[config.mk]
export PLATFORM = sky130hd
export DESIGN_NAME = huff_bit_packer
export DESIGN_NICKNAME = d
export VERILOG_FILES = /design/src/rtl/huff_bit_packer.sv
export SDC_FILE = /design/constraint.sdc
export NUM_CORES = 1
export LEC_CHECK = 0
export CORE_MARGIN = 2
export CORE_UTILIZATION = 30
export CTS_BUF_LIST = sky130_fd_sc_hd__clkbuf_4
export CTS_CLUSTER_DIAMETER = 80
export DETAILED_ROUTE_END_ITERATION = 8
export SLEW_MARGIN = 20
export SYNTH_ARGS = -nofsm -noshare
export SYNTH_HDL_FRONTEND = slang
export SYNTH_SLANG_ARGS = --single-unit
[constraint.sdc]
create_clock -name clk -period 6.05 [get_ports clk]
set_input_delay 1.21 -clock clk [delete_from_list [all_inputs] [get_ports clk]]
set_output_delay 1.21 -clock clk [all_outputs]
set_load 0.1 [all_outputs]
[src/rtl/huff_bit_packer.sv]
// Packs the serial Huffman code stream into MSB-first bytes,
// queues them in a small FIFO and flags overflow (no back-pressure).
module huff_bit_packer #(
    parameter int FIFO_DEPTH = 4,
    parameter int LEN_W      = 6
) (
    input  logic             clk,
    input  logic             rst_n,
    input  logic             in_valid,
    input  logic             in_bit,
    input  logic             out_ready,
    output logic             out_valid,
    output logic [7:0]       out_data,
    output logic             out_last,
    output logic             frame_done,
    output logic [LEN_W-1:0] frame_bits,
    output logic             ovf
);

    localparam int AW = $clog2(FIFO_DEPTH);
    localparam logic [AW:0] DEPTH_C = FIFO_DEPTH[AW:0];

    typedef enum logic [1:0] {
        S_IDLE,
        S_COLLECT,
        S_FLUSH_PEND,
        S_FLUSH_PART
    } state_t;

    state_t           r_state;
    logic [7:0]       r_shift;
    logic [7:0]       r_pend;
    logic             r_pend_valid;
    logic [2:0]       r_sub;
    logic [LEN_W-1:0] r_cnt;
    logic             r_frame_done;
    logic [LEN_W-1:0] r_frame_bits;
    logic             r_ovf_proto;

    logic [8:0]       r_mem [FIFO_DEPTH];
    logic [AW-1:0]    r_wptr;
    logic [AW-1:0]    r_rptr;
    logic [AW:0]      r_count;
    logic             r_ovf_drop;

    logic             w_push;
    logic [7:0]       w_pdata;
    logic             w_plast;
    logic [7:0]       w_pad;
    logic             w_full;
    logic             w_pop;
    logic             w_wr;
    logic [8:0]       w_head;

    // Partial byte: the r_sub received bits moved up to bit 7, zeros below.
    assign w_pad  = r_shift << (4'd8 - {1'b0, r_sub});
    assign w_full = (r_count == DEPTH_C);
    assign w_pop  = (r_count != '0) && out_ready;
    assign w_wr   = w_push && (!w_full || w_pop);
    assign w_head = r_mem[r_rptr];

    assign out_valid  = (r_count != '0);
    assign out_data   = out_valid ? w_head[7:0] : 8'h00;
    assign out_last   = out_valid ? w_head[8] : 1'b0;
    assign frame_done = r_frame_done;
    assign frame_bits = r_frame_bits;
    assign ovf        = r_ovf_proto | r_ovf_drop;

    // Select which byte (if any) the framer hands to the FIFO this cycle.
    always_comb begin
        w_push  = 1'b0;
        w_pdata = r_pend;
        w_plast = 1'b0;
        unique case (r_state)
            S_COLLECT: begin
                w_push = in_valid && r_pend_valid;
            end
            S_FLUSH_PEND: begin
                w_push  = r_pend_valid;
                w_plast = (r_sub == 3'd0);
            end
            S_FLUSH_PART: begin
                w_push  = (r_sub != 3'd0);
                w_pdata = w_pad;
                w_plast = 1'b1;
            end
            default: begin
                w_push = 1'b0;
            end
        endcase
    end

    // Frame FSM: collect bits, stage full bytes, flush tail, report length.
    always_ff @(posedge clk or negedge rst_n) begin
        if (!rst_n) begin
            r_state      <= S_IDLE;
            r_shift      <= '0;
            r_pend       <= '0;
            r_pend_valid <= 1'b0;
            r_sub        <= '0;
            r_cnt        <= '0;
            r_frame_done <= 1'b0;
            r_frame_bits <= '0;
            r_ovf_proto  <= 1'b0;
        end else begin
            r_frame_done <= 1'b0;
            unique case (r_state)
                S_IDLE: begin
                    if (in_valid) begin
                        r_shift <= {7'd0, in_bit};
                        r_sub   <= 3'd1;
                        r_cnt   <= {{(LEN_W-1){1'b0}}, 1'b1};
                        r_state <= S_COLLECT;
                    end
                end
                S_COLLECT: begin
                    if (in_valid) begin
                        if (r_pend_valid) begin
                            r_pend_valid <= 1'b0;
                        end
                        r_shift <= {r_shift[6:0], in_bit};
                        if (r_sub == 3'd7) begin
                            r_pend       <= {r_shift[6:0], in_bit};
                            r_pend_valid <= 1'b1;
                        end
                        r_sub <= r_sub + 3'd1;
                        if (r_cnt != '1) begin
                            r_cnt <= r_cnt + 1'b1;
                        end
                    end else begin
                        r_state <= S_FLUSH_PEND;
                    end
                end
                S_FLUSH_PEND: begin
                    if (in_valid) begin
                        r_ovf_proto <= 1'b1;
                    end
                    r_pend_valid <= 1'b0;
                    r_state      <= S_FLUSH_PART;
                end
                S_FLUSH_PART: begin
                    if (in_valid) begin
                        r_ovf_proto <= 1'b1;
                    end
                    r_frame_done <= 1'b1;
                    r_frame_bits <= r_cnt;
                    r_cnt        <= '0;
                    r_sub        <= '0;
                    r_shift      <= '0;
                    r_state      <= S_IDLE;
                end
                default: begin
                    r_state <= S_IDLE;
                end
            endcase
        end
    end

    // Byte FIFO: drop-and-flag on push into a full queue with no pop.
    always_ff @(posedge clk or negedge rst_n) begin
        if (!rst_n) begin
            r_wptr     <= '0;
            r_rptr     <= '0;
            r_count    <= '0;
            r_ovf_drop <= 1'b0;
        end else begin
            if (w_wr) begin
                r_mem[r_wptr] <= {w_plast, w_pdata};
                r_wptr        <= r_wptr + 1'b1;
            end
            if (w_pop) begin
                r_rptr <= r_rptr + 1'b1;
            end
            if (w_wr && !w_pop) begin
                r_count <= r_count + 1'b1;
            end else if (!w_wr && w_pop) begin
                r_count <= r_count - 1'b1;
            end
            if (w_push && !w_wr) begin
                r_ovf_drop <= 1'b1;
            end
        end
    end

endmodule

After elaboration in Yosys (flattened, before gate mapping). Memories as Yosys holds them, arrays and structs flattened. Cells that the tools add are included.

Equal/unequal tests: 10. Reduce and logical (&&, ||, !) cells: 25. Add/subtract/negate cells: 7. Bitwise gates (word level): 1. Shifts and indexed selects: 1. Mux-type cells: 26.

Operator list (count): $mux W8 (4); $pmux W8 S3 (1); $mux W6 (3); $pmux W6 S3 (1); $mux W3 (4); $pmux W3 S3 (1); $reduce_bool A3 Y1 (3); $ne A2 B2 Y1 const B (4); $pmux W2 S4 (1); $shl A8 B4 Y8 (1); $logic_and A1 B1 Y1 (7); $add A3 B1 Y3 const B (2); $add A6 B1 Y6 const B (1); $eq A3 B3 Y1 const B (2); $mux W1 (6); $ne A6 B6 Y1 const B (1); $reduce_and A2 Y1 (3); $reduce_and A3 Y1 (2); $add A2 B1 Y2 const B (2); $eq A2 B2 Y1 const B (2); $mux W2 (2); $pmux W1 S2 (2); $reduce_and A4 Y1 (1); $reduce_bool A2 Y1 (2); 10 further kinds (12).

Bits in registers: 44. Output and inout bits: 18. Memories kept: 1. Bits in writable memories: 36.

Memory list: r_mem (depth 4, bits a word 9, read ports 1, clocked after Yosys merged registers in 0, wr ports 1, line 40) `logic [8:0] r_mem [FIFO_DEPTH];`.

Logic depth before layout (Yosys ltp). Gate-level depths: netlist of the first run.

Depth after elaboration: 8. Gate-level depth with buffers: 13. Gate-level depth less buffers: 12.

Least setup slack after synthesis of the first run. OpenSTA, ideal clock, no wires.

Path type: flip-flop to output port. Start point: reg r_count[0]. End point: out out_data[0]. Setup slack: 2.447 ns. Stages on the path, launching flop included: 4. Data required time: 4.840 ns. Arrival time: 2.393 ns. Cell sequence: dfrtp_1 or3_1 clkbuf_1 and2_1.

Word-level cells in the longest chain between the ends: 2.

Ends and longest elaborated chain: from (decl) (line 43) `logic [AW:0] r_count;`; from (signal assigned) (line 175) `r_count <= r_count + 1'b1;`; from (signal assigned) (line 177) `r_count <= r_count - 1'b1;`; $reduce_bool A3 Y1 (line 62) `assign out_valid = (r_count != '0);`; via out_valid (line 12) `output logic out_valid,`; $mux W8 (line 63) `assign out_data = out_valid ? w_head[7:0] : 8'h00;`; to (decl) (line 13) `output logic [7:0] out_data,`.

The timed path passes the listed nets, and every way through them passes these cells.

Final worst setup path of the first run.
Start point: reg r_rptr[0]. End point: out out_data[3].

Word-level cells in the longest chain between the ends: 2.

Ends and longest elaborated chain: from (decl) (line 42) `logic [AW-1:0] r_rptr;`; from (signal assigned) (line 172) `r_rptr <= r_rptr + 1'b1;`; $mem_v2 Z4 W9; $mux W8 (line 63).

Every way passes these cells.

==> results of run 1 <==
## per-stage QoR
stage / util / std cells / hold slack, ps / worst slack (ps) / total power, mW
4_1_cts: 0.349 / 488 / 478 / 1810 / 2.26
5_1_grt: 0.349 / 488 / 517 / 1720 / 2.38
3_5_place_dp: 0.335 / 472 / 447 / 2120 / 1.89
3_3_place_gp: 0.335 / 472 / 441 / 2240 / 1.87
2_1_floorplan: - / 289 / 425 / 2450 / 1.66
6_report: 0.349 / 488 / 476 / 1900 / 2.23
## final timing paths
| path | start | end | slack [ps] |
|---|---|---|---|
| setup reg to reg | r_state[1] | r_count[2] | 2800 |
| hold reg to reg | r_ovf_proto | r_ovf_proto | 480 |
| hold / removal | r_ovf_proto | r_ovf_proto | 480 |
| min in group asynchronous | rst_n | r_cnt[2] | 850 |
| max in group asynchronous | rst_n | r_count[2] | 4780 |
| setup / recovery | r_rptr[0] | out_data[3] | 1900 |
## layout by cell type, fill, tap and decap left out, types with 3 or more instances in the layout
cell type	synthesis	routed
clkbuf_4	0	10
clkdlybuf4s50_1	0	21
a211oi_1	3	3
nand3_1	3	3
ha_1	15	15
nor2_1	10	10
nand4_1	3	3
nand2b_1	3	3
xnor2_1	5	5
mux4_2	11	11
and2_1	12	12
nand2_1	28	28
dfrtp_1	44	44
o21ai_0	19	19
inv_1	15	15
mux2i_1	4	4
a22o_1	4	4
mux2_2	17	17
a21oi_1	5	5
edfxtp_1	36	36
## area by class of cell
type | instances | area [um2]
tap | 172 | 215
clock buffer | 10 | 75.1
inverter | 16 | 60.1
clock inverter | 6 | 92.6
timing repair buffer | 24 | 230
multi-input combinational | 180 | 1490
sequential | 80 | 2180
fill | 1242 | 8120
## routing by layer
metal / share of wire / GRT usage / up-vias / wire length [um]
met1: 0.45 / 0.134 / 1116 / 3020
met3: 0.040 / 0.0332 / 10 / 269
met2: 0.50 / 0.193 / 44 / 3360
met4: 0.017 / 0.0524 / 0 / 112
li1: - / - / 1105 / -
met5: 0 / 0 / - / 0
## report_power, final
group / switching (mW) / internal, mW / total (mW)
Combinational: 0.732 / 0.359 / 1.09
Clock: 0.190 / 0.174 / 0.365
Sequential: 0.116 / 0.659 / 0.775
Total: 1.04 / 1.19 / 2.23
## cells by family (layout without fill, tap and decap cells)
family | after synthesis | in the layout | synth area share
flip-flops | 80 | 80 | 0.576
AO/OA/AOI/OAI | 51 | 51 | 0.0918
XOR/XNOR | 7 | 7 | 0.0162
multiplexers | 33 | 33 | 0.130
AND/OR/NAND/NOR | 73 | 73 | 0.0987
buffers and inverters | 29 | 56 | 0.0320
adder cells (fa/ha/maj) | 16 | 16 | 0.0548
## cells in the mapped netlist, drive strengths merged (2+ instances only)
cell     n
clkbuf   8
nor2b    2
or3      2
o22a     2
buf      5
a211oi   3
a22oi    2
and2    12
o31ai    2
ha      15
inv     16
nand3b   2
nand2   28
and4     2
nor2    10
nand3    3
nand2b   3
mux2i    4
mux4    11
nor3     2
dfrtp   44
nand4    3
edfxtp  36
a31oi    2
a22o     4
o21ai   19
a21o     2
xnor2    5
xor2     2
nor4b    2
a221o    2
mux2    18
a21oi    5
## flip-flops by register name, indices dropped and copies added (netlist names)
register      flops
r_ovf_proto       1
r_mem            36
r_rptr            2
r_ovf_drop        1
frame_bits        6
r_pend_valid      1
r_count           3
r_sub             3
r_wptr            2
frame_done        1
r_state           2
r_pend            8
r_cnt             6
r_shift           8
==> impl.org, run 1 <==
** Clock tree
- In this run, post-CTS hold repair placed 0 buffers.
- The cell sitting at the root of the clock tree is a clkbuf_4.
- Clock buffer count from CTS :: 9
- After clock tree synthesis, the repair step resized 0 gates.
- Number of buffers inserted by post-CTS setup repair :: 0
- H-Tree Level Count :: 3
- After clock tree synthesis, the clock-pin slew on the worst setup and hold paths is 120 ps.
- For the worst-skew pair, the clock arrives at the later sink with an insertion delay of 430 ps.
- TritonCTS Sinks :: 80
- Maximum root-to-sink buffer count :: 2
- TritonCTS clock tree :: done

** Global route
- Remaining Overflow, GRT :: 0
- The first global-routing pass estimated around 12000 um of wire.
- The initial antenna violation count came to 0.
- GRT Overall Usage :: 0.114
- Largest net degree at the start of global routing :: 47
- The number of global-route vias before repair came to 2356.

** STA
- Headroom to the max-slew limit :: 0.348
- At the pin with the least slew margin, the transition time is around 1000 ps.
- For the final routed database, the setup TNS stands at 0 ps.
- Setup repair after global routing missed its margin :: no
- Final Slew Violations :: 0
- Final setup violation count :: 0
- Of the available clock period, the critical path in the final layout requires 0.685.
- Counting I/O delays and the setup requirement, the final critical path takes ~4100 ps.
- Across the routed clock network, the largest skew measured is between 15 and 20 ps.
- Final Hold Viols :: 0
- Timing would allow up to 0.241 GHz.

** Synthesis
- Leading post-synthesis cells by cell area :: dfrtp_1 29%, edfxtp_1 29%, mux4_2 6.5%
- Share of synthesized area occupied by flip-flops and latches :: 0.576
- For this run, the number of Yosys warnings is 0.
- For this run, asynchronously set or reset flops after synthesis account for 0.550.
- Most area-hungry cell type in the Yosys netlist :: dfrtp_1
- Top flip-flop cell by instance count after synthesis :: dfrtp_1
- Syn_area_per_cell :: 13.1 um2
- Post-synthesis cell count :: slightly below 300
- The share of synthesized area in the top cell type comes to 0.291.
- The synthesized netlist occupies a cell area of ~3800 um2.
- Counting flops and latches in the post-synthesis netlist gives 80.
- Counting distinct cell types in the post-synthesis netlist gives between 40 and 50.
- The synthesized design contains 36 enable-type register cells.
- Nets in the synthesized netlist :: 310

** Die
- The floorplan step defined a core boundary enclosing 12500 um2.
- Die height :: 116 um
- In this run the count of I/O pins placed on the die edge is 23.
- The initial utilization of the core area, before any placement, comes to 0.304.
- Std cell rows :: 41
- Die Width :: between 100 and 150 um
- Die footprint :: 13500 um2

** Drt
- Wires add up to 6760 um.
- Dividing the detail-routed wire length by the instance count gives about 14 um.
- The detail route stage leaves a number of antenna-violating nets equal to 0.
- Average vias per placed instance :: approximately 4.7
- Across all layers, the routed design uses about 2300 vias.
- For this run, design rule violations remaining after detail routing come to 0.
- The first routing iteration left 93 violations.
- For this run, the detailed router's first-pass iteration total came to 4.

** Critical path
- Startpoint type of the worst setup path :: register
- The kind of cell with the highest combined delay along the critical path is buffers and inverters.
- Number of buffer and inverter instances along the worst setup path :: 1
- At the worst endpoint, the required time is roughly 4800 ps.
- Counting cells, the worst reg-to-reg path comes to 12.
- The largest single stage delay on the critical path is approximately 960 ps.
- Slowest cell on the critical path :: clkdlybuf4s50_1
- Worst setup path category :: register to output port
- The worst setup path is captured at an output port.
- Crit path max fanout :: 11
- Cell count along the critical path :: 3
- Critical-path cell list :: mux4_2 -> and2_1 -> clkdlybuf4s50_1
- Arrival time at the worst endpoint :: slightly below 3000 ps

** Power and ir drop
- Summed over all cells, the static leakage comes to approximately 1.7 nW.
- IR analysis of the VDD net gives a maximum drop of approximately 0.14 mV.
- Power per cell area :: approximately 510 nW/um2

** Status
- Outcome :: complete, no violations

** Run
- Max-cap violations in this run came to 0.

** Placed design
- Post-place instance area :: between 4000 and 5000 um2
- Summed over all nets, the half-perimeter wirelength after detailed placement is ~4500 um.
- During placement, the flow inserted port buffers numbering 22.
- Routability-driven placement finished with a final weighted congestion of about 0.76.

** Final layout
- Antenna cells :: 0
- From synthesis to final layout, the design area changed by 14.7%.
- Final instance area :: 4350 um2
- After the last flow step, the layout net total stands at about 330.
- In the final layout, the share of cells above drive strength 1 is 0.171.

** Hold path
- Counting instances, the worst hold path has a depth of 1.
- The worst hold path belongs to the class register to register.
Power figures use the tool's default switching activity.
==> run 2: changes to the inputs <==
Clock period 6.05 ns to 3.8 ns, I/O delays scaled along.
==> impl.org, run 2 (synthesis results as in run 1) <==
** Drt
- The routed design has about 7000 um of wire.
- In the routed design, unresolved DRC markers number 0.
- In the final routed layout, each cell accounts on average for 14.2 um.
- In the routed layout, each cell is associated on average with a via count of around 4.6.
- Vias :: 2279
- In this run, the number of DRC markers left after iteration 0 of detailed routing was 110.
- In this run the remaining antenna-violating nets after routing total 0.
- Pre-antenna DRT Iters :: 5

** Hold path
- Hold endpoint :: r_ovf_proto
- In this run the most critical hold path is launched from r_ovf_proto.
- Along the worst hold path, the cell count comes to 1.
- The worst hold path belongs to the class register to register.

** Power and ir drop
- P_sw :: between 1.5 and 2 mW
- The share of total power dissipated in combinational logic is 0.506.
- Power per cell area :: approximately 800 nW/um2
- VDD IR max :: 0.279 mV
- The share of total power dissipated in sequential elements is 0.361.
- Internal power comes to ~1.7 mW.
- Part of the total power dissipated in the clock network :: 0.133
- Standby leakage power :: ~1.7 nW
- Of the total power, the share spent switching nets is 0.490.

** Final layout
- Multi-input gate area :: about 1500 um2
- Area growth, synth to finish :: 13.2%
- The layout has between 1000 and 1500 filler cells.
- Final Net Count :: between 300 and 400
- Max FFs per register :: 36
- Commonest cells after routing, fill and taps aside :: 44 x dfrtp_1, 36 x edfxtp_1, 28 x nand2_1
- 0 antenna diodes ended up in the layout.
- Largest Register :: r_mem
- Top flop regs :: r_mem (36), r_pend (8), r_shift (8)
- Of the cells placed in the final design, the portion with a size suffix greater than 1 is 0.204.
- Most common cell after layout, fill and taps aside :: dfrtp_1
- Register cell area after layout :: 2180 um2

** Clock tree
- TritonCTS built the clock tree.
- Clock buffer count from CTS :: 9
- Clock-pin slew was measured on the worst setup and hold paths at between 100 and 150 ps.
- Clock latency on the worst-skew pair :: ~420 ps
- After clock tree synthesis, the repair step resized 0 gates.
- Buffers added to address setup during post-CTS repair amount to 0.
- Root Driver :: clkbuf_4
- The clock passes through at most 2 buffers.
- Cts hold-fix bufs :: 0
- The tree built by TritonCTS fans out to 80 sinks.
- The H-tree was split into 3 levels.

** Global route
- For this run the aggregate overflow at the end of global routing stands at 0.
- The initial antenna violation count came to 0.
- Number of global-route vias before repair :: approximately 2200
- Global-route wire length before repair :: 11600 um
- GRT Overall Usage :: 0.112
- Entering global routing, the biggest net connects between 40 and 50 pins.

** STA
- Hold slack :: ~480 ps
- Final setup violation count :: 0
- Top achievable clock speed :: approximately 0.33 GHz
- Headroom to the max-slew limit came out at 0.352.
- The count of final max-slew check failures is 0.
- Final Hold Viols :: 0
- Transition time at the pin with the least slew margin :: 970 ps
- Summed over all failing endpoints, the final setup total negative slack is 0 ps.
- Setup repair after global routing missed its margin :: no
- Final min period :: just over 3000 ps
- Post-route clock period utilization :: 0.804
- The clock arrives with around 15 ps of skew.

** Placed design
- GP Congestion :: 0.735
- Total half-perimeter wirelength after legalization and detailed placement :: between 4000 and 5000 um
- Port Buffers :: 22

** Critical path
- Data on the critical path is required at its endpoint by approximately 4200 ps.
- STA classifies the critical path startpoint as a register.
- The critical path goes through inv_1 -> ha_1 -> ha_1 -> o22a_4 -> or3_4 -> inv_1 -> ha_1 -> inv_1 -> fa_1 -> xor2_1 -> nor2_1 -> xor2_1.
- Maximum single-stage delay on the critical path :: 710 ps
- The largest individual stage delay along the critical path comes from the cell dfrtp_1.
- Length in cells of the worst reg-to-reg path :: 12
- For the worst setup path, the data arrival time is roughly 3400 ps.
- Startpoint of the worst register-to-register path :: r_sub[0]
- STA classifies the critical path endpoint as a register.
- For flop-to-flop paths, the worst setup slack is about 750 ps.
- The critical path in this run is classified as register to register.
- The endpoint identified for the worst register-to-register timing path is r_count[2].
- Along the worst path, the maximum fanout reaches 15.

** Die
- For this configuration, the core starts out at a cell density of 0.304.
- The die covers between 10000 and 15000 um2.
- The floorplan step defined a core boundary enclosing around 12000 um2.
- The die is between 100 and 150 um wide.
- Die height :: 116 um
- Std cell rows :: between 40 and 50
- During I/O placement, the number of pins put on the boundary was 23.

** Run
- Number of maximum-capacitance constraint violations :: 0

** Status
- The flow ran to the end, and the final reports show no timing, DRC or antenna violations.
## run 2: cell type report
class                      count  area share
tap                          172      0.0502
timing repair buffer          27      0.0531
multi-input combinational    180       0.346
sequential                    80       0.509
clock inverter                 7      0.0120
clock buffer                   9      0.0158
inverter                      16      0.0140
## run 2: metal layers
metal	track usage	wire length, um	share of wire	vias up
li1	-	-	-	1109
met1	0.140	3190	0.46	1132
met2	0.190	3460	0.50	34
met3	0.0306	245	0.035	4
met4	0.0381	64	0.0092	0
met5	0	0	0	-
## run 2: how the worst max path moves through the flow
| stage | from | to | slack, ps | cells after the start |
|---|---|---|---|---|
| 2_1_floorplan | r_count[0] | out_data[0] | 650 | 3 |
| 3_3_place_gp | out_ready | r_count[1] | 720 | 8 |
| 3_5_place_dp | out_ready | r_count[1] | 630 | 8 |
| 4_1_cts | r_rptr[0] | out_data[6] | 700 | 3 |
| 5_1_grt | r_state[1] | r_count[2] | 510 | 11 |
| 6_report | r_sub[0] | r_count[2] | 750 | 12 |
## run 2: through the flow
stage | power, mW | worst slack, ps | util | std cells | area, um2
6_report | 3.42 | 746 | 0.344 | 491 | 4290
5_1_grt | 3.65 | 510 | 0.344 | 491 | 4290
4_1_cts | 3.46 | 699 | 0.344 | 491 | 4290
3_5_place_dp | 3.01 | 633 | 0.335 | 475 | 4170
3_3_place_gp | 2.97 | 721 | 0.335 | 475 | 4170
2_1_floorplan | 2.64 | 647 | - | 289 | 3790
## run 2: power by group through the flow
stage | Sequential [mW] | Clock (mW) | Combinational, mW
floorplan | 1.28 | 0 | 1.35
CTS | 1.24 | 0.472 | 1.75
global route | 1.27 | 0.512 | 1.87
finish | 1.23 | 0.454 | 1.73
detailed placement | 1.26 | 0 | 1.75
global placement | 1.25 | 0 | 1.72
## run 2: critical path, delay by kind of cell, from the launching register on
kind	cells	cell delay [ps]
and+or+nand+nor	2	510
adders and majority gates	4	970
AOI/OAI and AO/OA	1	260
buffers and inverters	3	230
DFF	1	710
xor gates and xnor gates	2	320
==> run 3: changes to the inputs <==
Clock period 3.8 ns to 3.03 ns, I/O delays scaled along.
==> impl.org, run 3 (synthesis results as in run 1) <==
** Status
- Outcome :: complete, no violations

** Drt
- After detailed routing, the total wire length is 7020 um.
- The routed design uses 189 um of met3 wire.
- Number of DRC markers in iteration 0 :: between 80 and 90
- M1 WL :: roughly 3200 um
- Summing over every cut layer, the via total after detailed routing is about 2300.
- Post-DRT Antenna Nets :: 0
- Remaining design rule violation count :: 0
- Detailed routing placed a total of roughly 3500 um of wire on met2.
- Max layer used :: met4
- Pre-antenna DRT Iters :: 4
- Dividing the detail-routed wire length by the instance count gives around 14 um.
- Dividing the detail-routed via count by the number of cells gives ~4.6.

** Global route
- Number of global-route vias before repair :: 2472
- GRT Overall Usage :: 0.118
- The first global-routing pass estimated around 12000 um of wire.
- Number of antenna violations at the first check in global routing :: 0
- Largest net degree at the start of global routing :: 45
- The total overflow left after global routing is 0.

** Final layout
- Area growth, synth to finish :: 14.5%
- Multi-input gate area :: 1490 um2
- Commonest cells after routing, fill and taps aside :: 44 x dfrtp_1, 36 x edfxtp_1, 29 x buf_4
- The finished cells cover approximately 4300 um2.
- Register cell area after layout :: about 2200 um2
- The register with the most flip-flops in the layout has 36 of them.
- The number of antenna diodes in the final layout is 0.
- In the final layout, the share of cells above drive strength 1 is 0.243.
- At the end of the flow, the number of nets in the layout was around 340.
- Fillers :: around 1200
- Largest Register :: r_mem
- Leaving out fill and tap cells, the most frequent cell in the layout is dfrtp_1.
- Top flop regs :: r_mem (36), r_pend (8), r_shift (8)

** Placed design
- In this run the cell area measured after placement is roughly 4200 um2.
- Port Buffers :: 22
- The congestion estimate from routability-driven global placement came to roughly 0.72.
- Total half-perimeter wirelength after legalization and detailed placement :: between 4000 and 5000 um

** Power and ir drop
- The worst-case IR drop observed on VDD is around 0.37 mV.
- Power comes to roughly 4.4 mW.
- Power per cell area :: between 1000 and 1500 nW/um2
- In this run the static leakage power is between 1.5 and 2 nW.

** STA
- Subtracting the final worst setup slack from the clock period gives approximately 2800 ps.
- Final sum of negative setup slack :: 0 ps
- Setup repair after global routing left no endpoint under its margin.
- The count of final max-slew check failures came to 0.
- On the final layout, the worst clock skew is 20.2 ps.
- Post-route clock period utilization :: 0.916
- Top achievable clock speed :: around 0.36 GHz
- Setup violations remaining at the end of the flow were counted as 0.
- Hold slack :: ~360 ps
- For the pin with the worst max-slew slack, the measured transition is between 600 and 700 ps.
- Measured against its own limit, the worst slew margin works out to 0.596.
- The total count of hold-check failures in the final report came to 0.

** Critical path
- Kind of end point of the critical path :: output port
- Startpoint type of the worst setup path :: register
- Slowest cell on the critical path :: dfrtp_1
- Crit path max fanout :: 10
- For the worst setup path, the data required time is approximately 2400 ps.
- The largest single stage delay on the critical path is roughly 750 ps.
- The setup path with the least slack is of type register to output port.
- Walking the worst path, the cells encountered are mux4_2 -> and2_1 -> buf_4.
- Together, buffers and inverters on the worst path number 1.
- Family with the most delay on the worst path :: flip-flops
- Data on the critical path arrives at its endpoint at 2170 ps.

** Clock tree
- TritonCTS Sinks :: 80
- Clock latency on the worst-skew pair :: 420 ps
- Clock slew seen by the registers of the worst setup and hold paths :: approximately 140 ps
- Clock tree synthesis inserted a total of 9 buffers.
- Quantity of gates resized following cts :: 0
- TritonCTS built the clock tree.
- The H-tree was split into 3 levels.
- Root Driver :: clkbuf_4
- The longest clock path from root to sink contains 2 buffers.
- Cts hold-fix bufs :: 0
- Buffers added to address setup during post-CTS repair amount to 0.

** Run
- Number of maximum-capacitance constraint violations :: 0

** Hold path
- In this run the worst hold path is classified as input pin to asynchronous set/reset pin.

** Die
- In this run the vertical extent of the chip is between 100 and 150 um.
- Std cell rows :: 41
- 23 I/O pins were placed.
- The die covers between 10000 and 15000 um2.
- Die Width :: around 120 um
- The initial utilization of the core area, before any placement, comes to 0.304.
- Core area :: roughly 12000 um2
==> run 3: changes by cell type in the layout (fill, tap and decap cells not counted), sizes merged <==
cell           delta
buf              +14
bufinv            +1
clkbuf            +1
clkdlybuf4s50     -8
clkinv            +1
clkinvlp          -1
inv               -2
==> run 3: power by group <==
part	leakage, nW	internal [mW]	switching [mW]
Clock	0.0790	0.267	0.383
Combinational	0.762	0.714	1.51
Sequential	0.899	1.32	0.202
==> run 3: worst paths after layout <==
check                       startpoint            end  slack (ps)  cells after the start
hold / removal                   rst_n      r_pend[6]         360                      2
hold reg to reg            r_ovf_proto    r_ovf_proto         470                      1
max in group asynchronous        rst_n  frame_bits[0]        2260                      2
setup / recovery             r_rptr[0]    out_data[3]         260                      3
setup reg to reg            r_state[0]     r_count[2]         360                     12
min in group clk           r_ovf_proto    r_ovf_proto         470                      1
==> run 3: layout make-up <==
class | instances | area share
sequential | 80 | 0.503
multi-input combinational | 180 | 0.342
timing repair buffer | 33 | 0.0582
tap | 172 | 0.0496
clock buffer | 10 | 0.0173
clock inverter | 6 | 0.0159
inverter | 16 | 0.0138
==> run 3: routing by layer <==
layer	vias to the layer above	global-route usage
met5	-	0
met4	0	0.0444
met3	9	0.0275
met2	26	0.203
met1	1155	0.146
li1	1117	-
==> run 3: metrics by stage <==
step	util	worst slack [ps]	std cells
floorplan	-	30.8	289
global placement	0.337	121	481
detailed placement	0.337	52.8	481
CTS	0.348	152	497
global route	0.348	82.6	497
finish	0.348	256	497
==> edit, RTL diff (settings of run 3) <==
Register the output `ovf`, cleared by the reset; this adds one clock of latency there. The other outputs are not delayed to match.
--- a/src/rtl/huff_bit_packer.sv
+++ b/src/rtl/huff_bit_packer.sv
@@ -64,7 +64,13 @@
     assign out_last   = out_valid ? w_head[8] : 1'b0;
     assign frame_done = r_frame_done;
     assign frame_bits = r_frame_bits;
-    assign ovf        = r_ovf_proto | r_ovf_drop;
+    always_ff @(posedge clk or negedge rst_n) begin
+        if (!rst_n) begin
+            ovf <= '0;
+        end else begin
+            ovf <= r_ovf_proto | r_ovf_drop;
+        end
+    end
 
     // Select which byte (if any) the framer hands to the FIFO this cycle.
     always_comb begin
Check against the original RTL: not equivalent (a bounded check fails within 4 cycles, from zero or initial values and one cycle with rst_n low).
==> edit against run 3 <==
Critical path depth did not move; area after synthesis up 1.8%; worst setup slack lost 0.058 ns; synthesized cell count increased by 2.4%; count of clock-buffer cells in the layout down 1; sequential cell count grew 1; design area rose by 0.20%; sequential share of layout area rose by 0.47 points; total power fell by 1.5%; clock power down 12%; routed wire length is 2.2% higher.
==> edit: results (changes against run 3) <==
| Metric | Value |
|---|---|
| Status | `completed (unchanged)` |
| Area after DPL | `4220 sq um (was 4200 sq um)` |
| Setup WS post-layout | `0.197 ns (was 0.256 ns)` |
| WL/cell | `14.3 um (was 14.1 um)` |
| Share of layout cells above drive strength 1 | `0.234 (was 0.243)` |
| Max transition margin | `0.557 (was 0.596)` |
| VDD IR-drop max | `0.000427 V (was 0.000372 V)` |
| P_int | `0.00220 W (was 0.00230 W)` |
| Pleak | `1.76 nW (was 1.74 nW)` |
| Fin Hold WS | `0.480 ns (was 0.360 ns)` |
| Via count | `2332 (was 2307)` |
| Setup WS pre-CTS | `0.381 ns (was 0.0528 ns)` |
| Clk pwr share | `0.132 (was 0.148)` |
| Hold WC Path Type | `reg2reg (was in2async)` |
| Worst skew pair latency | `0.44 ns (was 0.42 ns)` |
| Syn nets | `317 (was 310)` |
| Worst EP arrival | `2.23 ns (was 2.17 ns)` |
| Post-synthesis sequential area ratio | `0.572 (was 0.576)` |
| Adder-cell share of the synthesized area | `0.0538 (was 0.0548)` |
| Vias in the first global route | `2319 (was 2472)` |
| Placed Cells | `484 (was 481)` |
| Synth Area in Compound Gates | `0.0759 (was 0.0918)` |
| Post-synth top cells | `45 x dfrtp_1, 36 x edfxtp_1, 32 x nand2_1 (was 44 x dfrtp_1, 36 x edfxtp_1, 28 x nand2_1)` |
| Largest net degree at the start of global routing | `38 (was 45)` |
| XOR/XNOR share of the synthesized area | `0.0136 (was 0.0162)` |
| Worst r2r src | `r_sub[0] (was r_state[0])` |
| GRT Overall Usage | `0.114 (was 0.118)` |
| Skew final | `0.0144 ns (was 0.0202 ns)` |
| CP max stage delay | `0.80 ns (was 0.75 ns)` |
| Top post-synthesis cells by area | `dfrtp_1 29%, edfxtp_1 28%, mux4_2 6.4% (was dfrtp_1 29%, edfxtp_1 29%, mux4_2 6.5%)` |
| Avg Synthesized Cell Area | `13.0 sq um (was 13.1 sq um)` |
| CP max FO | `11 (was 10)` |
| Hpwl dp | `4950 um (was 4870 um)` |
| Switching pwr | `0.00212 W (was 0.00209 W)` |
| Setup slack, reg-to-reg | `0.68 ns (was 0.36 ns)` |
| FILL cells | `1265 (was 1224)` |
==> edit: cell types whose count changed in the layout (fill, tap and decap cells not counted), sizes merged, moves of 4 or more <==
| cell | before | now |
|---|---|---|
| a22o | 4 | 0 |
| and3 | 0 | 7 |
| buf | 30 | 26 |
| mux2i | 4 | 8 |
| nand2 | 28 | 32 |
| nand3 | 3 | 7 |
| nor2 | 10 | 6 |
| o221ai | 0 | 4 |
| o22ai | 1 | 5 |
==> edit: how the worst max path moves through the flow <==
stage | startpoint | to | slack (ns) | cells after the start
2_1_floorplan | r_count[0] | out_data[0] | 0.01 | 3
3_3_place_gp | in_valid | r_count[2] | 0.39 | 10
3_5_place_dp | in_valid | r_count[2] | 0.38 | 10
4_1_cts | r_rptr[0] | out_data[5] | 0.12 | 3
5_1_grt | r_rptr[0] | out_data[5] | 0.04 | 3
6_report | r_rptr[0] | out_data[1] | 0.20 | 3
==> edit: layout make-up <==
type / instances / area [sq um] / share of cell area
clock inverter: 7 / 51.3 / 0.0118
sequential: 81 / 2210 / 0.508
timing repair buffer: 30 / 233 / 0.0535
inverter: 17 / 63.8 / 0.0147
multi-input combinational: 185 / 1510 / 0.347
tap: 172 / 215 / 0.0495
clock buffer: 9 / 67.6 / 0.0155
==> edit: timing repair <==
action,4_1_cts,5_1_grt
endpoints found under the hold margin,6,0
hold buffers,1,0
gates resized for setup,0,0
buffers inserted,0,0
==> edit: metal layers <==
metal	vias to the layer above	GRT usage	wire [um]
met2	35	0.183	3460
met3	11	0.0355	267
met1	1155	0.143	3300
met5	-	0	0
li1	1131	-	-
met4	0	0.0474	136
